==> config.mk <==
export PLATFORM = sky130hd
export DESIGN_NAME = aurora_nfc_ctrl
export DESIGN_NICKNAME = d
export VERILOG_FILES = /design/src/rtl/aurora_nfc_ctrl.sv
export SDC_FILE = /design/constraint.sdc
export NUM_CORES = 1
export LEC_CHECK = 0
export CELL_PAD_IN_SITES_DETAIL_PLACEMENT = 0
export CELL_PAD_IN_SITES_GLOBAL_PLACEMENT = 2
export CORE_MARGIN = 2
export CORE_UTILIZATION = 33
export CTS_BUF_LIST = sky130_fd_sc_hd__clkbuf_16
export DETAILED_ROUTE_END_ITERATION = 8
export PLACE_DENSITY = 0.87
export SKIP_CTS_REPAIR_TIMING = 1
export SYNTH_ARGS = -nofsm -noshare
export SYNTH_HDL_FRONTEND = slang
export SYNTH_SLANG_ARGS = --single-unit
==> constraint.sdc <==
create_clock -name clk -period 3.2 [get_ports clk]
set_input_delay 0.64 -clock clk [delete_from_list [all_inputs] [get_ports clk]]
set_output_delay 0.64 -clock clk [all_outputs]
set_load 0.01 [all_outputs]
==> src/rtl/aurora_nfc_ctrl.sv <==
// Aurora native flow control request generator: turns RX FIFO watermark flags into XOFF/XON requests.
// Optional saturating XOFF/XON transfer counters are built when AURORA_NFC_CTRL_STAT_EN is defined.
module aurora_nfc_ctrl #(
    parameter int PAUSE_W        = 8,
    parameter int XOFF_PAUSE     = 255,
    parameter int REFRESH_CYCLES = 1024
`ifdef AURORA_NFC_CTRL_STAT_EN
    ,
    parameter int STAT_W         = 16
`endif
) (
    input  logic               clk,
    input  logic               rst_n,
    input  logic               channel_up,
    input  logic               fifo_ready,
    input  logic               fifo_below_lwm,
    input  logic               fifo_above_hwm,
    output logic               nfc_tvalid,
    input  logic               nfc_tready,
    output logic [PAUSE_W-1:0] nfc_tdata,
    output logic               xoff_active
`ifdef AURORA_NFC_CTRL_STAT_EN
    ,
    output logic [STAT_W-1:0]  xoff_cnt,
    output logic [STAT_W-1:0]  xon_cnt
`endif
);

    localparam int CNT_W = $clog2(REFRESH_CYCLES);
    localparam logic [CNT_W-1:0] CNT_LOAD = CNT_W'(REFRESH_CYCLES - 1);
    localparam logic [PAUSE_W-1:0] PAUSE_VAL = PAUSE_W'(XOFF_PAUSE);

    typedef enum logic [1:0] {
        XON_IDLE,
        SEND_XOFF,
        XOFF_HOLD,
        SEND_XON
    } state_t;

    state_t             state_q, state_d;
    logic               tvalid_q, tvalid_d;
    logic [PAUSE_W-1:0] tdata_q, tdata_d;
    logic               xoff_active_q, xoff_active_d;
    logic [CNT_W-1:0]   cnt_q, cnt_d;
    logic               accept;

    assign accept      = tvalid_q & nfc_tready;
    assign nfc_tvalid  = tvalid_q;
    assign nfc_tdata   = tdata_q;
    assign xoff_active = xoff_active_q;

    always_comb begin
        state_d       = state_q;
        tvalid_d      = tvalid_q;
        tdata_d       = tdata_q;
        xoff_active_d = xoff_active_q;
        cnt_d         = cnt_q;

        // A dropped link voids the pause, so everything is abandoned without an XON.
        if (!channel_up) begin
            state_d       = XON_IDLE;
            tvalid_d      = 1'b0;
            tdata_d       = '0;
            xoff_active_d = 1'b0;
            cnt_d         = '0;
        end else begin
            case (state_q)
                XON_IDLE: begin
                    if (fifo_ready && fifo_above_hwm && !fifo_below_lwm) begin
                        state_d  = SEND_XOFF;
                        tvalid_d = 1'b1;
                        tdata_d  = PAUSE_VAL;
                    end
                end
                SEND_XOFF: begin
                    if (accept) begin
                        state_d       = XOFF_HOLD;
                        tvalid_d      = 1'b0;
                        tdata_d       = '0;
                        xoff_active_d = 1'b1;
                        cnt_d         = CNT_LOAD;
                    end
                end
                XOFF_HOLD: begin
                    // A FIFO in reset is empty, so it releases the pause like a low watermark.
                    if (fifo_below_lwm || !fifo_ready) begin
                        state_d  = SEND_XON;
                        tvalid_d = 1'b1;
                        tdata_d  = '0;
                        cnt_d    = '0;
                    end else if (cnt_q == '0) begin
                        state_d  = SEND_XOFF;
                        tvalid_d = 1'b1;
                        tdata_d  = PAUSE_VAL;
                    end else begin
                        cnt_d = cnt_q - CNT_W'(1);
                    end
                end
                SEND_XON: begin
                    if (accept) begin
                        state_d       = XON_IDLE;
                        tvalid_d      = 1'b0;
                        tdata_d       = '0;
                        xoff_active_d = 1'b0;
                    end
                end
                default: begin
                    state_d       = XON_IDLE;
                    tvalid_d      = 1'b0;
                    tdata_d       = '0;
                    xoff_active_d = 1'b0;
                    cnt_d         = '0;
                end
            endcase
        end
    end

    always_ff @(posedge clk or negedge rst_n) begin
        if (!rst_n) begin
            state_q       <= XON_IDLE;
            tvalid_q      <= 1'b0;
            tdata_q       <= '0;
            xoff_active_q <= 1'b0;
            cnt_q         <= '0;
        end else begin
            state_q       <= state_d;
            tvalid_q      <= tvalid_d;
            tdata_q       <= tdata_d;
            xoff_active_q <= xoff_active_d;
            cnt_q         <= cnt_d;
        end
    end

`ifdef AURORA_NFC_CTRL_STAT_EN
    logic [STAT_W-1:0] xoff_cnt_q, xoff_cnt_d;
    logic [STAT_W-1:0] xon_cnt_q, xon_cnt_d;

    // Counters track accepted transfers only and survive link loss.
    always_comb begin
        xoff_cnt_d = xoff_cnt_q;
        xon_cnt_d  = xon_cnt_q;
        if (accept && state_q == SEND_XOFF && xoff_cnt_q != '1) begin
            xoff_cnt_d = xoff_cnt_q + STAT_W'(1);
        end
        if (accept && state_q == SEND_XON && xon_cnt_q != '1) begin
            xon_cnt_d = xon_cnt_q + STAT_W'(1);
        end
    end

    always_ff @(posedge clk or negedge rst_n) begin
        if (!rst_n) begin
            xoff_cnt_q <= '0;
            xon_cnt_q  <= '0;
        end else begin
            xoff_cnt_q <= xoff_cnt_d;
            xon_cnt_q  <= xon_cnt_d;
        end
    end

    assign xoff_cnt = xoff_cnt_q;
    assign xon_cnt  = xon_cnt_q;
`endif

endmodule

==> flow_metrics.tcl <==
set metrics [dict create \
    finalSetupViolCount 0 \
    startpoint_type "input pin" \
    clk_pin_slew_ns 0.05 \
    path_cells "clkdlybuf4s50_1, and4bb_2, nand4_1, nand3_1, o21ai_0" \
    utilization_pct 43.04 \
    grt-ovfl-total 0 \
    fin_ws_ns 0.9762 \
    critPathTopFamily "simple AND/OR/NAND/NOR gates" \
    syn_inst 112 \
    clkSinkCount 15 \
    ys_warn_count 0 \
    whs_ns 0.5227 \
    core_um2 2805 \
    post-synth-top-count-cell "dfrtp_1" \
    max_stage_delay_ns 0.68 \
    path_buf_inv 1 \
    whs_path_depth 1 \
    syn_to_final_growth_pct 21.69 \
    synthArstFlopShare_pct 100.0 \
    antenna_found_initial 0 \
    dp_cells 149 \
    root_buffer "clkbuf_16" \
    fmax_ghz 0.4497 \
    yosysTopAreaCell "dfrtp_1" \
    drc_errors 2 \
    chipHeight_um 58.84 \
    r2r-start "cnt_q[0]$_DFFE_PN0P_" \
    placementRows 19 \
    path_class "input pin to flop" \
    crit_fanout 11 \
    synth_area_leaders "dfrtp_1 (38%), o21ai_0 (6.6%), buf_4 (5.3%), a21oi_1 (4.5%), nor2_1 (3.0%)" \
    finalNonFillerCells 153 \
    antenna_left 0 \
    finalWirelength_um 2386 \
    num_vias 889 \
    drv_slew 0 \
    start_util_pct 35.37 \
    track_usage_pct 15.86 \
    first_pass_iters 6 \
    nNetsFinal 131 \
    synth_top_cells_by_count "dfrtp_1 (15), o21ai_0 (13), a21oi_1 (9)" \
    reg2reg_setup_slack_ns 1.01 \
    hpwlAfterDp_um 1680 \
    placed_area_um2 1127 \
    wl_met1_um 1055 \
    diodes 0 \
    max-vdd-ir-drop_v 0.0005019 \
    htree_levels 1 \
    violations "design-rule violations" \
    synth_edf_count 0 \
    grt_pass1_vias 858 \
    min_period_ns 2.224 \
    rr_worst_depth 6 \
    drive_above_1_share_pct 7.377 \
    end_kind "flop" \
    grt_first_pass_wirelength_um 4133 \
    wl_met3_um 137 \
    ys_types 36 \
    slowest_stage "clkdlybuf4s50_1" \
    wl_met2_um 1178 \
    clock_latency_ns 0.25 \
    post-place-ws_ns 0.7494 \
    skew_ns 0.007597 \
    tightest_slew_ns 0.7166 \
    power_density_nw_per_um2 903.2 \
    p_leak_nw 0.4889 \
    hold_violations 0 \
    grt_max_degree 16 \
    worstPathArrival_ns 2.33 \
    netlist_area_um2 992.2 \
    io_pins 17 \
    synth.top_cell.area_share_pct 37.83 \
    tns_ns 0 \
    synthesis.nets 120 \
    status "finished with violations" \
    holdPathEnd "cnt_q[0]$_DFFE_PN0P_" \
    vias_per_cell 5.810 \
    fin_area_um2 1207 \
    dieArea_um2 3462 \
    finalCritPeriodShare_pct 69.49 \
    grt_setup_unrepaired "no" \
    drt-wirelength-per-cell_um 15.59 \
    synth-seq-cells 15 \
    cts_max_path_buffers 2 \
    hold_class "flop to flop" \
    topRoutingLayerUsed "met4" \
    cp_data_required_time_ns 3.30 \
    io_buffers 16 \
    gp_congestion 0.7407 \
    ys_seq_area_share_pct 37.83 \
    synth_flop_cell "dfrtp_1" \
    cts-buffers-inserted 3 \
    p_total_mw 1.091 \
    avgSynthCellArea_um2 8.859 \
    hp-start "cnt_q[0]$_DFFE_PN0P_" \
    r2r_end "cnt_q[3]$_DFFE_PN0P_" \
    slew_headroom_pct 52.08 \
    drt_iter0_drc 18 \
    fp.dieW_um 58.84 \
    cts_tree "yes" \
    maxCapViolations 0 \
    crit_cells 5 \
]
==> cell usage in the layout, fill, tap and decap left out, drive strengths merged, types with 2 or more instances in the layout <==
master	n
a31oi	3
dfrtp	15
a21oi	9
nor4	2
nand3	5
nand2	5
nor2	8
o31ai	4
and3	2
or4	2
o2bb2ai	3
nor3	3
nand2b	3
nor2b	3
o21ai	13
inv	5
clkdlybuf4s50	16
clkbuf	3
==> cell type report <==
| cell class | count | area, µm² |
|---|---|---|
| Clock buffer | 3 | 75.07 |
| Fill cell | 291 | 1598 |
| Clock inverter | 1 | 5.005 |
| Timing Repair Buffer | 16 | 160.2 |
| Inverter | 5 | 18.77 |
| Tap cell | 31 | 38.79 |
| Sequential cell | 15 | 375.4 |
| Multi-Input combinational cell | 82 | 534.3 |
==> worst reg2reg max path: stages (launching register included) <==
cell and delay, ns:
dfrtp_1 0.38, inv_1 0.10, ha_1 0.24, nor4b_1 0.57
nand4_1 0.24, nand3_1 0.36, o21ai_0 0.16
==> sequential cells by signal, summed over array words and instances (netlist names) <==
register / cells
xoff_active: 1
nfc_tdata: 1
cnt_q: 10
state_q: 2
nfc_tvalid: 1
==> logic make-up after synthesis <==
family / Yosys count / synth area share, %
xor+xnor: 1 / 0.8829
mux: 2 / 2.522
buf+inv: 15 / 8.323
fa+ha+maj: 1 / 1.261
simple gates: 40 / 23.96
compound gates: 38 / 25.22
flops: 15 / 37.83
==> layer usage <==
metal  GRT usage, %  up-vias
met2          25.08       30
met4          4.221        0
met5              0        -
met1          20.90      425
li1               -      432
met3          5.055        2
==> where the power goes <==
part           switching (mW)  leakage (nW)  internal [mW]
Clock                  0.0788        0.0409          0.167
Sequential              0.118         0.188          0.272
Combinational           0.227         0.260          0.228
Total                   0.423         0.489          0.667
==> how the worst max path moves through the flow <==
stage	startpoint	to	slack (ns)
detailed placement	channel_up	cnt_q[6]$_DFFE_PN0P_	0.75
finish	channel_up	cnt_q[3]$_DFFE_PN0P_	0.98
global route	cnt_q[0]$_DFFE_PN0P_	cnt_q[4]$_DFFE_PN0P_	0.73
global placement	channel_up	cnt_q[8]$_DFFE_PN0P_	0.81
floorplan	cnt_q[0]$_DFFE_PN0P_	nfc_tdata[6]$_DFFE_PN0P_	1.24
CTS	channel_up	cnt_q[6]$_DFFE_PN0P_	0.99
(Power assumes the default switching activity.)
==> RTL change (config.mk and constraints unchanged) <==
The option `AURORA_NFC_CTRL_STAT_EN` is turned on by a define.
--- a/src/rtl/aurora_nfc_ctrl.sv
+++ b/src/rtl/aurora_nfc_ctrl.sv
@@ -1,4 +1,6 @@
 // Aurora native flow control request generator: turns RX FIFO watermark flags into XOFF/XON requests.
 // Optional saturating XOFF/XON transfer counters are built when AURORA_NFC_CTRL_STAT_EN is defined.
+`define AURORA_NFC_CTRL_STAT_EN
+
 module aurora_nfc_ctrl #(
     parameter int PAUSE_W        = 8,
Function (old outputs only; new: xoff_cnt and xon_cnt): kept (Yosys induction, for registers that start in step).
==> RTL change against the unedited design <==
  * The run now ends clean
  * Combinational power up 30%
  * Worst hold slack worse by 0.075 ns
  * Sequential share of layout area up 4.3 points
  * Critical endpoint is now cnt_q[6]
  * Fmax is 2.3% lower
  * Setup slack got worse by 0.052 ns
  * Power is 80% higher
  * Largest power group is now sequential cells
  * Utilization fell by 0.19 points
  * Routed wire length grew to 2.6 times the old value
  * Design area rose to 2.8 times the old value
  * Clock skew fell by 0.0020 ns
  * Sequential cell count increased by 32
  * Area after synthesis rose to 2.7 times the old value
==> RTL change: results (changes against the unedited design) <==
INFO  metric crit_fanout = 9 (-2)
INFO  metric htree_levels = 2 (+1)
INFO  metric yosys.cell_types.count = 46 (+28%)
INFO  metric finClkSkew = 0.00558 ns (-0.00202 ns)
INFO  metric timing.slew.headroom = 0.548 (+0.0273)
INFO  metric initial_antenna_violation_count = 0 (unchanged)
INFO  metric cts.reportedPaths.clkPinSlew = 0.06 ns
INFO  metric grt_use_met3 = 0.0305 (-0.0201)
INFO  metric placement.io_buffers = 48 (+32)
INFO  metric ys_seq_area_frac = 0.442 (+0.0632)
INFO  metric final-instance-count-excl-fill = 409 (+170%)
INFO  metric fillers = 762 (+160%)
INFO  metric detailedRoute.firstIterationViolations = 113 (+95)
INFO  metric grt_util_all_layers = 0.147 (-0.0113)
INFO  metric crit_arrival = 2.45 ns (+0.12 ns)
INFO  metric gp_congestion = 0.889 (+20%)
INFO  metric synth_top_cells_by_area = dfrtp_1, xor2_1, mux2_2
INFO  metric irDropWorstVdd = 0.215 mV (-57%)
INFO  metric grt_pass1_wl = 10.3 mm (+150%)
INFO  metric cts_buffers = 5 (+2)
INFO  metric clock_tree.root_cell = clkbuf_16
INFO  metric met3WireLength = 309 um (+130%)
INFO  metric number_of_standard_cells_after_synthesis = 267 (+140%)
INFO  metric synth-compound-area-share = 0.149 (-0.103)
INFO  metric outcome = completed
INFO  metric dr_wl_met2 = 2.89 mm (+150%)
INFO  metric synth-xor-area-share = 0.0690 (+0.0602)
INFO  metric grt_util_met2 = 0.222 (-0.0288)
INFO  metric global_route.usage.met1 = 0.209 (about the same)
INFO  metric wl_per_cell = 15.1 um (-3.0%)
INFO  metric synth_common_cells = dfrtp_1, nand2_1, nand3_1, nor2_1, a21oi_1
INFO  metric maxCapViolations = 0 (unchanged)
INFO  metric timing_hold_violations_final = 0 (unchanged)
INFO  metric drt_first_pass_iters = 4 (-2)
INFO  metric finish.net_count = 317 (+140%)
INFO  metric synthFlopType = dfrtp_1
INFO  metric first_global_vias = 2,009 (+130%)
INFO  metric grt_start_max_net_pins = 48 (+32)
INFO  metric drt-vias-per-instance = 5.42 (-6.7%)
INFO  metric synth_warnings = 0 (unchanged)
INFO  metric worst_skew_pair.late_latency = 0.29 ns (+0.04 ns)
INFO  metric synth_fa_ha_area_frac = 0.0141 (+0.00148)
INFO  metric wl_met1 = 2.88 mm (+170%)
INFO  metric worst_hold_path_type = input port to asynchronous set/reset pin
INFO  metric dpl.cell_count = 402 (+170%)
INFO  metric total_nets_after_synthesis = 277 (+130%)
INFO  metric insertedDiodeCount = 0 (unchanged)
INFO  metric dp.final_hpwl = 4.37 mm (+160%)
INFO  metric yosys-mux-area-fraction = 0.0503 (+0.0250)
INFO  metric p_int = 1.33 mW (+99%)
INFO  metric leakage = 1.38 nW (+180%)
INFO  metric cts-root-to-sink-buffers = 2 (unchanged)
INFO  metric drive_gt1_frac = 0.0782 (+0.00441)
## RTL change: cell types whose count changed in the layout (fill, tap and decap cells not counted), moves of 9 or more
cell             delta
xnor2_1             +9
xor2_1             +11
clkdlybuf4s50_1    +31
nor2_1              +9
nand2_1            +15
dfrtp_1            +32
nand3_1            +13
## RTL change: path summary, 6_finish.rpt
check / to / from / slack, ns / cells after the start
hold / removal: xon_cnt[13] / rst_n / 0.45 / 2
min in group clk: xon_cnt[10] / xon_cnt[10] / 0.50 / 1
hold reg to reg: xon_cnt[10] / xon_cnt[10] / 0.50 / 1
setup reg to reg: nfc_tdata[6] / cnt_q[0] / 1.11 / 6
setup / recovery: cnt_q[6] / nfc_tready / 0.92 / 5
max in group asynchronous: cnt_q[9] / rst_n / 2.33 / 2
## RTL change: worst max-delay path, stage by stage
cell	delay, ns
clkdlybuf4s50_1	0.63
nand4b_4	0.21
and2_4	0.25
or2_1	0.34
o311a_1	0.38
## RTL change: metrics by stage
step	cell area (um2)	setup slack, ns
after floorplan	2660	1.33
after global placement	3170	0.642
after detailed placement	3170	0.624
after CTS	3330	0.921
after global routing	3330	0.814
final	3330	0.924
## RTL change: power groups by stage
stage | Combinational (mW) | Sequential, mW | Clock [mW]
2_1_floorplan | 0.429 | 0.777 | 0
3_3_place_gp | 0.594 | 0.806 | 0
3_5_place_dp | 0.593 | 0.808 | 0
4_1_cts | 0.595 | 0.798 | 0.590
5_1_grt | 0.656 | 0.821 | 0.611
6_report | 0.593 | 0.799 | 0.576
## RTL change: layout make-up
class                           instances  area [um2]  area share
Sequential cell                        47        1180       0.353
Timing Repair Buffer                   50         490       0.147
Clock buffer                            5         125      0.0376
Multi-Input combinational cell        196        1350       0.405
Inverter                                7        26.3     0.00789
Tap cell                              102         128      0.0383
Clock inverter                          2        33.8      0.0102
